**src/rtl/clock_set_controller_pkg.sv**
```systemverilog
// Shared limits, state encoding and field codes for the clock-set controller.
package clock_set_controller_pkg;

  localparam logic [4:0] HOUR_MAX = 5'd23;
  localparam logic [5:0] MIN_MAX  = 6'd59;
  localparam logic [5:0] SEC_MAX  = 6'd59;

  typedef enum logic [2:0] {
    ST_IDLE   = 3'd0,
    ST_EDIT_H = 3'd1,
    ST_EDIT_M = 3'd2,
    ST_EDIT_S = 3'd3,
    ST_COMMIT = 3'd4
  } state_e;

  typedef enum logic [1:0] {
    FLD_NONE = 2'd0,
    FLD_HOUR = 2'd1,
    FLD_MIN  = 2'd2,
    FLD_SEC  = 2'd3
  } field_e;

  function automatic logic is_edit(input state_e s);
    return (s == ST_EDIT_H) || (s == ST_EDIT_M) || (s == ST_EDIT_S);
  endfunction

  function automatic field_e field_of(input state_e s);
    case (s)
      ST_EDIT_H: return FLD_HOUR;
      ST_EDIT_M: return FLD_MIN;
      ST_EDIT_S: return FLD_SEC;
      default:   return FLD_NONE;
    endcase
  endfunction

endpackage

```
**src/rtl/clock_set_controller_mod_step.sv**
```systemverilog
// Modular +1/-1 step of a 0..max field; simultaneous inc and dec leave it unchanged.
module mod_step #(
  parameter int unsigned W = 6
) (
  input  logic [W-1:0] value_i,
  input  logic [W-1:0] max_i,
  input  logic         inc_i,
  input  logic         dec_i,
  output logic [W-1:0] next_o
);

  always_comb begin
    next_o = value_i;
    if (inc_i && !dec_i) begin
      next_o = (value_i == max_i) ? '0 : value_i + 1'b1;
    end else if (dec_i && !inc_i) begin
      next_o = (value_i == '0) ? max_i : value_i - 1'b1;
    end
  end

endmodule

```
**src/rtl/clock_set_controller.sv**
```systemverilog
// Time-setting FSM: captures live time, edits h/m/s with wrap, and issues a load pulse on commit.
module clock_set_controller
  import clock_set_controller_pkg::*;
#(
  parameter int unsigned TIMEOUT_CYCLES = 1000,
  parameter int unsigned BLINK_HALF     = 250
) (
  input  logic       clk,
  input  logic       reset_n,
  input  logic       btn_mode,
  input  logic       btn_inc,
  input  logic       btn_dec,
  input  logic [4:0] cur_hour,
  input  logic [5:0] cur_min,
  input  logic [5:0] cur_sec,
  output logic [4:0] set_hour,
  output logic [5:0] set_min,
  output logic [5:0] set_sec,
  output logic       load,
  output logic       editing,
  output logic [1:0] field_sel,
  output logic       blink
);

  localparam int unsigned TW = (TIMEOUT_CYCLES > 1) ? $clog2(TIMEOUT_CYCLES) : 1;
  localparam int unsigned BW = (BLINK_HALF > 1) ? $clog2(BLINK_HALF) : 1;
  localparam logic [TW-1:0] TO_LAST = TW'(TIMEOUT_CYCLES - 1);
  localparam logic [BW-1:0] BL_LAST = BW'(BLINK_HALF - 1);

  state_e          state_q, state_d;
  logic [4:0]      hour_q, hour_d, hour_step;
  logic [5:0]      min_q, min_d, min_step;
  logic [5:0]      sec_q, sec_d, sec_step;
  logic [TW-1:0]   to_q, to_d;
  logic [BW-1:0]   bl_cnt_q, bl_cnt_d;
  logic            blink_q, blink_d;
  logic            load_q, editing_q;
  logic [1:0]      field_sel_q;

  logic any_btn, step_inc, step_dec;

  assign any_btn  = btn_mode | btn_inc | btn_dec;
  // A mode press in the same cycle discards inc/dec.
  assign step_inc = btn_inc & ~btn_mode;
  assign step_dec = btn_dec & ~btn_mode;

  mod_step #(.W(5)) u_hour (
    .value_i (hour_q),
    .max_i   (HOUR_MAX),
    .inc_i   (step_inc & (state_q == ST_EDIT_H)),
    .dec_i   (step_dec & (state_q == ST_EDIT_H)),
    .next_o  (hour_step)
  );

  mod_step #(.W(6)) u_min (
    .value_i (min_q),
    .max_i   (MIN_MAX),
    .inc_i   (step_inc & (state_q == ST_EDIT_M)),
    .dec_i   (step_dec & (state_q == ST_EDIT_M)),
    .next_o  (min_step)
  );

  mod_step #(.W(6)) u_sec (
    .value_i (sec_q),
    .max_i   (SEC_MAX),
    .inc_i   (step_inc & (state_q == ST_EDIT_S)),
    .dec_i   (step_dec & (state_q == ST_EDIT_S)),
    .next_o  (sec_step)
  );

  always_comb begin
    state_d = state_q;
    hour_d  = hour_q;
    min_d   = min_q;
    sec_d   = sec_q;
    to_d    = to_q;

    case (state_q)
      ST_IDLE: begin
        to_d = '0;
        if (btn_mode) begin
          state_d = ST_EDIT_H;
          hour_d  = cur_hour;
          min_d   = cur_min;
          sec_d   = cur_sec;
        end
      end
      ST_EDIT_H, ST_EDIT_M, ST_EDIT_S: begin
        hour_d = hour_step;
        min_d  = min_step;
        sec_d  = sec_step;
        if (any_btn) begin
          to_d = '0;
        end else if (to_q == TO_LAST) begin
          state_d = ST_IDLE;
          to_d    = '0;
        end else begin
          to_d = to_q + 1'b1;
        end
        if (btn_mode) begin
          case (state_q)
            ST_EDIT_H: state_d = ST_EDIT_M;
            ST_EDIT_M: state_d = ST_EDIT_S;
            default:   state_d = ST_COMMIT;
          endcase
        end
      end
      ST_COMMIT: begin
        state_d = ST_IDLE;
        to_d    = '0;
      end
      default: begin
        state_d = ST_IDLE;
        to_d    = '0;
      end
    endcase
  end

  // Blink phase restarts only when entering edit from outside, not on field advance.
  always_comb begin
    blink_d  = blink_q;
    bl_cnt_d = bl_cnt_q;
    if (is_edit(state_d)) begin
      if (!is_edit(state_q)) begin
        blink_d  = 1'b1;
        bl_cnt_d = '0;
      end else if (bl_cnt_q == BL_LAST) begin
        blink_d  = ~blink_q;
        bl_cnt_d = '0;
      end else begin
        bl_cnt_d = bl_cnt_q + 1'b1;
      end
    end else begin
      blink_d  = 1'b0;
      bl_cnt_d = '0;
    end
  end

  always_ff @(posedge clk) begin
    if (!reset_n) begin
      state_q     <= ST_IDLE;
      hour_q      <= '0;
      min_q       <= '0;
      sec_q       <= '0;
      to_q        <= '0;
      bl_cnt_q    <= '0;
      blink_q     <= 1'b0;
      load_q      <= 1'b0;
      editing_q   <= 1'b0;
      field_sel_q <= '0;
    end else begin
      state_q     <= state_d;
      hour_q      <= hour_d;
      min_q       <= min_d;
      sec_q       <= sec_d;
      to_q        <= to_d;
      bl_cnt_q    <= bl_cnt_d;
      blink_q     <= blink_d;
      load_q      <= (state_q == ST_COMMIT);
      editing_q   <= is_edit(state_d);
      field_sel_q <= field_of(state_d);
    end
  end

  assign set_hour  = hour_q;
  assign set_min   = min_q;
  assign set_sec   = sec_q;
  assign load      = load_q;
  assign editing   = editing_q;
  assign field_sel = field_sel_q;
  assign blink     = blink_q;

endmodule

```
**config.mk**
```make
export PLATFORM = sky130hd
export DESIGN_NAME = clock_set_controller
export DESIGN_NICKNAME = d
export VERILOG_FILES = /design/src/rtl/clock_set_controller_pkg.sv /design/src/rtl/clock_set_controller_mod_step.sv /design/src/rtl/clock_set_controller.sv
export SDC_FILE = /design/constraint.sdc
export NUM_CORES = 1
export LEC_CHECK = 0
export ABC_AREA = 1
export CAP_MARGIN = 10
export CORE_UTILIZATION = 48
export CTS_CLUSTER_SIZE = 10
export DETAILED_ROUTE_END_ITERATION = 7
export HOLD_SLACK_MARGIN = 0.12
export PLACE_DENSITY = 0.76
export SYNTH_ARGS = -nofsm -noshare
export SYNTH_HDL_FRONTEND = slang
export SYNTH_SLANG_ARGS = --single-unit
```
**constraint.sdc**
```tcl
create_clock -name clk -period 1.59 [get_ports clk]
set_clock_uncertainty 0.15 [all_clocks]
set_input_delay 0.159 -clock clk [delete_from_list [all_inputs] [get_ports clk]]
set_output_delay 0.159 -clock clk [all_outputs]
set_load 0.1 [all_outputs]
```
After elaboration in Yosys (flattened, before gate mapping)
Cells that the tools add are included.

word-level totals
  bits in registers = 43
  bits in latches = 0
  bits in writable memories = 0
  bits in read-only memories = 0
  bits of input ports = 22
  output and inout bits = 22
  word-level logic and storage cells = 106
  memories = 0

cells by class
  add/subtract/negate cells = 8
  multiply operators = 0
  divide/modulo/power cells = 0
  magnitude comparators = 0
  equality and inequality tests = 17
  shift-type cells = 0
  mux-type cells = 27
  bitwise gates (word level) = 16
  reductions and logical operators = 28

operators with widths
  kind                   number
  $mux 6                 10
  $mux 5                 5
  $pmux 6 s2             2
  $add 6x1->6 const B    2
  $eq 3x2->1 const B     4
  $eq 6x6->1 const B     2
  $logic_not 6->1        2
  $mux 3                 4
  $pmux 3 s2             2
  $sub 6x1->6 const B    2
  $add 10x1->10 const B  1
  $eq 10x10->1 const B   1
  $pmux 5 s2             1
  $ne 3x1->1 const B     3
  $reduce_and 3->1       3
  $add 8x1->8 const B    1
  $and 1x1->1            8
  $eq 8x8->1 const B     1
  $reduce_or 4->1        2
  $eq 3x1->1 const B     2
  $logic_and 1x1->1      6
  $logic_not 1->1        6
  $not 1->1              6
  $pmux 2 s3             1
  14 further kinds       19

Depth between registers and ports, before layout
  word-level depth = 10
  depth in mapped cells = 12
  mapped depth without buffers = 12

By module
A second synthesis with hierarchy kept.

second synthesis, totals
  cell total of the unflattened synthesis = 560
  area, all modules = 3458.3 um^2

by module, submodules not included
  module                 instances  cells an instance  area an instance (um^2)  seq. area each (um^2)
  clock_set_controller   1          259                1913.1                   860.8
  mod_step at u_min ...  2          111                555.5                    0.0
  mod_step at u_hour     1          79                 434.2                    0.0

Worst setup path before layout
Ideal clock, no wire load.

  path kind = reg-to-reg
  start point = register min_q[0] (netlist: set_min[0])
  end point = register min_q[4] (netlist: set_min[4])
  data arrival time = 2020 ps
  data required time = 1318 ps
  path slack = -702 ps
  cell stages (with the launch flop) = 8
  buffers on the path = 0
  cells stage by stage = dfxtp_1 ha_1 nor3b_1 nand3_1 nand3_1 nand2_1 o21ai_0 a21oi_1

on the way
  word-level cells in the longest chain between the ends = 5
  elaborated cells on any way between the ends = 9

ends and longest elaborated chain
  what                                                   line                                 text
  start: declaration                                     clock_set_controller.sv:32           logic [5:0] min_q, min_d, min_step;
  start signal: assignment                               clock_set_controller.sv:154          min_q <= min_d;
  $sub 6x1->6 / $logic_not 6->1 (equally long branches)  clock_set_controller_mod_step.sv:17  next_o = (value_i == '0) ? max_i : value_i - 1'b1;
  $mux 6                                                 clock_set_controller_mod_step.sv:17
  $mux 6                                                 clock_set_controller_mod_step.sv:16  end else if (dec_i && !inc_i) begin
  $mux 6 (*)                                             clock_set_controller_mod_step.sv:14  if (inc_i && !dec_i) begin
  $pmux 6 s2 (*)                                         clock_set_controller.sv:78           case (state_q)

Every way passes the cells marked *; elsewhere a longest branch is shown, timed or not. The select of a mux whose other input is x is not followed.
A chain may end at the register's enable or synchronous reset.

Worst setup path after layout
  start point = register to_q[0]
  end point = register bl_cnt_q[2]

on the way
  word-level cells in the longest chain between the ends = 10
  elaborated cells on any way between the ends = 12

ends and longest elaborated chain
  what                                             line                            text
  start: declaration                               clock_set_controller.sv:34      logic [TW-1:0] to_q, to_d;
  start signal: assignment                         clock_set_controller.sv:156     to_q <= to_d;
  $eq 10x10->1 (*)                                 clock_set_controller.sv:94      end else if (to_q == TO_LAST) begin
  $mux 3 (*)                                       clock_set_controller.sv:94
  $mux 3 (*)                                       clock_set_controller.sv:92      if (any_btn) begin
  $mux 3 (*)                                       clock_set_controller.sv:100     if (btn_mode) begin
  $pmux 3 s2 (*)                                   clock_set_controller.sv:78
  $eq 3x1->1 / $eq 3x2->1 (equally long branches)  clock_set_controller_pkg.sv:24  return (s == ST_EDIT_H) || (s == ST_EDIT_M) || (s == ST_EDIT_S);
  $logic_or 1x1->1                                 clock_set_controller_pkg.sv:24
  $logic_or 1x1->1 (*)                             clock_set_controller_pkg.sv:24
  $not 1->1 (no source line) (*)                   -
  $reduce_or 4->1 (no source line) (*)             -
  end signal: assignment                           clock_set_controller.sv:157     bl_cnt_q <= bl_cnt_d;
  end: declaration                                 clock_set_controller.sv:35      logic [BW-1:0] bl_cnt_q, bl_cnt_d;

Every way passes the cells marked *; elsewhere a longest branch is shown, timed or not.

==> impl_metrics.tcl <==
set metrics [dict create \
    hold_viol 0 \
    area_growth_pct 63.0 \
    yosys.area_share.simple_pct 32.0 \
    synth_compound_area_share_pct 15.2 \
    finalCritPeriodShare_pct 113 \
    grt_max_degree 15 \
    drive_gt1_share_pct 40.7 \
    antenna_found_initial 0 \
    yosys.area_share.xor_xnor_pct 7.77 \
    postLayoutSetupSlackWorst_ns -0.199 \
    synthAdderAreaFrac_pct 5.09 \
    multi_input_area_um2 1930 \
    fin_nets 521 \
    min_period_ns 1.79 \
    grt_usage_pct 24.6 \
    hpwl_um 5250 \
    slew_violations 0 \
    via_per_inst 5.55 \
    cts_buffers 5 \
    p_leak_nw 1.86 \
    synthMuxAreaShare_pct 0 \
    clock-sinks 43 \
    hold_path_class "in -> reg" \
    crit_path_end_kind "register" \
    ys_types 38 \
    status "finished, violations left" \
    synth_cells 387 \
    syn_area_per_cell_um2 6.99 \
    irDropWorstVdd_mv 0.663 \
    wl_um 8700 \
    drtAntennaViolNets 0 \
    grt_pass1_vias 2720 \
    n_fill_cell 290 \
    insertion_delay_ns 0.30 \
    syn-cell-area_um2 2700 \
    max_slew_margin_pct 78.3 \
    cts_max_path_buffers 2 \
    synth_top_family_by_area "simple AND/OR/NAND/NOR gates" \
    worst-path-max-fanout 8 \
    grt_setup_unrepaired "yes" \
    tightest_slew_ns 0.325 \
    crit_type "reg -> reg" \
    initial_core_util_pct 51.3 \
    setup_viol 26 \
    die_h_um 77.1 \
    startpoint_type "register" \
    powerDensity_nw_per_um2 883 \
    cts.htree.levels 2 \
    gp_congestion 0.883 \
    floorplan.die_area_um2 5940 \
    yosysWarnings 0 \
    die_w_um 77.1 \
    wl_per_cell_um 15.6 \
    dr.pass1.iters 4 \
    fmax_mhz 559 \
    drc 0 \
    ctsRootBufferMaster "clkbuf_8" \
    antenna_cells 0 \
    grt_pass1_wl_um 11900 \
    drt_first_iter_violations 160 \
    coreArea_um2 5270 \
    crit_arrival_ns 1.83 \
    instances_no_fill 559 \
    fin_hold_ws_ns 0.189 \
    register_area_um2 937 \
    violations "setup timing" \
    dp_slack_ns -0.331 \
    ios 44 \
    path_clk_slew_ns 0.09 \
    required_ns 1.63 \
    utilization_pct 83.6 \
    placed_cells 535 \
    synth_nets 420 \
    ys_seq_area_share_pct 31.8 \
    io_buffer_count 43 \
    drv_cap 0 \
    synth-seq-cells 43 \
    row_count 26 \
    vias 3105 \
    gr-total-overflow 0 \
    cts_tree "built" \
]
## through the flow
stage	setup TNS (ns)	total power, mW	cell area, µm²
2_1_floorplan	-0.00170	2.31	2830
3_3_place_gp	-5.96	2.88	3850
3_5_place_dp	-7.58	2.90	3850
4_1_cts	-0.109	3.67	4000
5_1_grt	-4.65	4.07	4410
6_report	-2.53	3.89	4410
## worst paths after layout
kind                                              from                      to  slack, ns  depth (start not counted)
worst max-delay path                to_q[0]$_SDFF_PP0_  bl_cnt_q[2]$_SDFF_PP0_      -0.20                         12
worst min-delay path                          btn_mode   state_q[2]$_SDFF_PN0_       0.19                          4
worst max register to register      to_q[0]$_SDFF_PP0_  bl_cnt_q[2]$_SDFF_PP0_      -0.20                         12
worst min register to register  bl_cnt_q[0]$_SDFF_PP0_  bl_cnt_q[0]$_SDFF_PP0_       0.33                          1
## power by group
part	internal [mW]	switching, mW	total [mW]
clock network	0.357	0.419	0.776
logic	0.727	1.06	1.79
registers	1.16	0.161	1.32
total	2.24	1.65	3.89
## cells in the mapped netlist, drive strengths merged
| master | n | area share, % |
|---|---|---|
| o21a | 1 | 0.28 |
| a21boi | 1 | 0.28 |
| clkinv | 2 | 0.28 |
| a21oi | 36 | 6.7 |
| and3 | 1 | 0.23 |
| nand4 | 6 | 1.4 |
| nor3b | 2 | 0.56 |
| o22ai | 2 | 0.46 |
| nand2 | 69 | 11 |
| o31ai | 1 | 0.28 |
| a31oi | 5 | 1.2 |
| dfxtp | 43 | 32 |
| ha | 11 | 5.1 |
| buf | 3 | 0.65 |
| nor4 | 1 | 0.23 |
| nand3 | 35 | 7.2 |
| o21ai | 24 | 4.4 |
| nand3b | 2 | 0.56 |
| inv | 45 | 6.2 |
| or2 | 1 | 0.23 |
| clkbuf | 7 | 0.97 |
| xnor2 | 8 | 2.6 |
| a22oi | 1 | 0.28 |
| o211ai | 3 | 1.0 |
| xor2 | 16 | 5.2 |
| nor3 | 8 | 1.9 |
| o2111ai | 1 | 0.32 |
| nor2 | 52 | 9.2 |
## final cells by class
| cell class | count | share of cell area [%] |
|---|---|---|
| clock buffer | 6 | 1.87 |
| timing repair buffer | 104 | 26.0 |
| sequential | 43 | 21.3 |
| multi-input combinational | 287 | 43.9 |
| inverter | 47 | 4.63 |
| clock inverter | 2 | 0.341 |
| tap | 70 | 1.99 |
## metal layers
| layer | global-route usage, % | wire [µm] |
|---|---|---|
| met2 | 44.6 | 4450 |
| met4 | 6.60 | 334 |
| met5 | 0 | 0 |
| met3 | 4.76 | 591 |
| met1 | 29.3 | 3330 |
## timing repair
action	4_1_cts	5_1_grt
pin swaps	8	33
setup endpoints to repair	27	36
hold buffers	0	0
buffers inserted	4	13
endpoints found under the hold margin	0	0
resized for setup	13	83
## cell usage in the layout (no fill, tap or decap), types with 5 or more instances in the layout
| cell type | instances |
|---|---|
| nand2_1 | 56 |
| xnor2_1 | 8 |
| dfxtp_1 | 20 |
| nand3_4 | 5 |
| o21ai_0 | 15 |
| nor2_4 | 9 |
| inv_2 | 10 |
| a21oi_2 | 6 |
| nand4_1 | 6 |
| nor2_1 | 29 |
| inv_4 | 7 |
| nor2_2 | 14 |
| nand2_4 | 5 |
| buf_12 | 22 |
| o21ai_1 | 7 |
| a21oi_1 | 30 |
| inv_1 | 28 |
| nand2_2 | 7 |
| ha_4 | 6 |
| nand3_1 | 28 |
| nor3_1 | 5 |
| clkbuf_8 | 6 |
| xor2_1 | 16 |
| clkdlybuf4s50_1 | 18 |
| buf_6 | 8 |
| buf_4 | 53 |
| dfxtp_4 | 19 |
## cell families (layout without fill, tap and decap cells)
group / count (synthesis) / after routing
AO/OA/AOI/OAI: 75 / 75
AND/OR/NAND/NOR: 177 / 177
adder cells (fa/ha/maj): 11 / 11
XOR/XNOR: 24 / 24
buffers and inverters: 57 / 159
flip-flops: 43 / 43
## critical path: stages (launching register included)
cell and delay, ns:
dfxtp_2 0.37, ha_4 0.16, inv_2 0.04, nor2_2 0.09
nand4_1 0.14, nand2_1 0.12, nand2_1 0.09, nand2_1 0.08
nand2_1 0.08, nand2_2 0.09, nand2_2 0.08, nand2_4 0.13
nor2_2 0.06
## state kept, by name (all words and copies together), names as in the netlist
signal     count
set_min        6
editing        1
bl_cnt_q       8
load           1
to_q          10
blink          1
field_sel      2
state_q        3
set_hour       5
set_sec        6
Power figures use the tool's default switching activity.
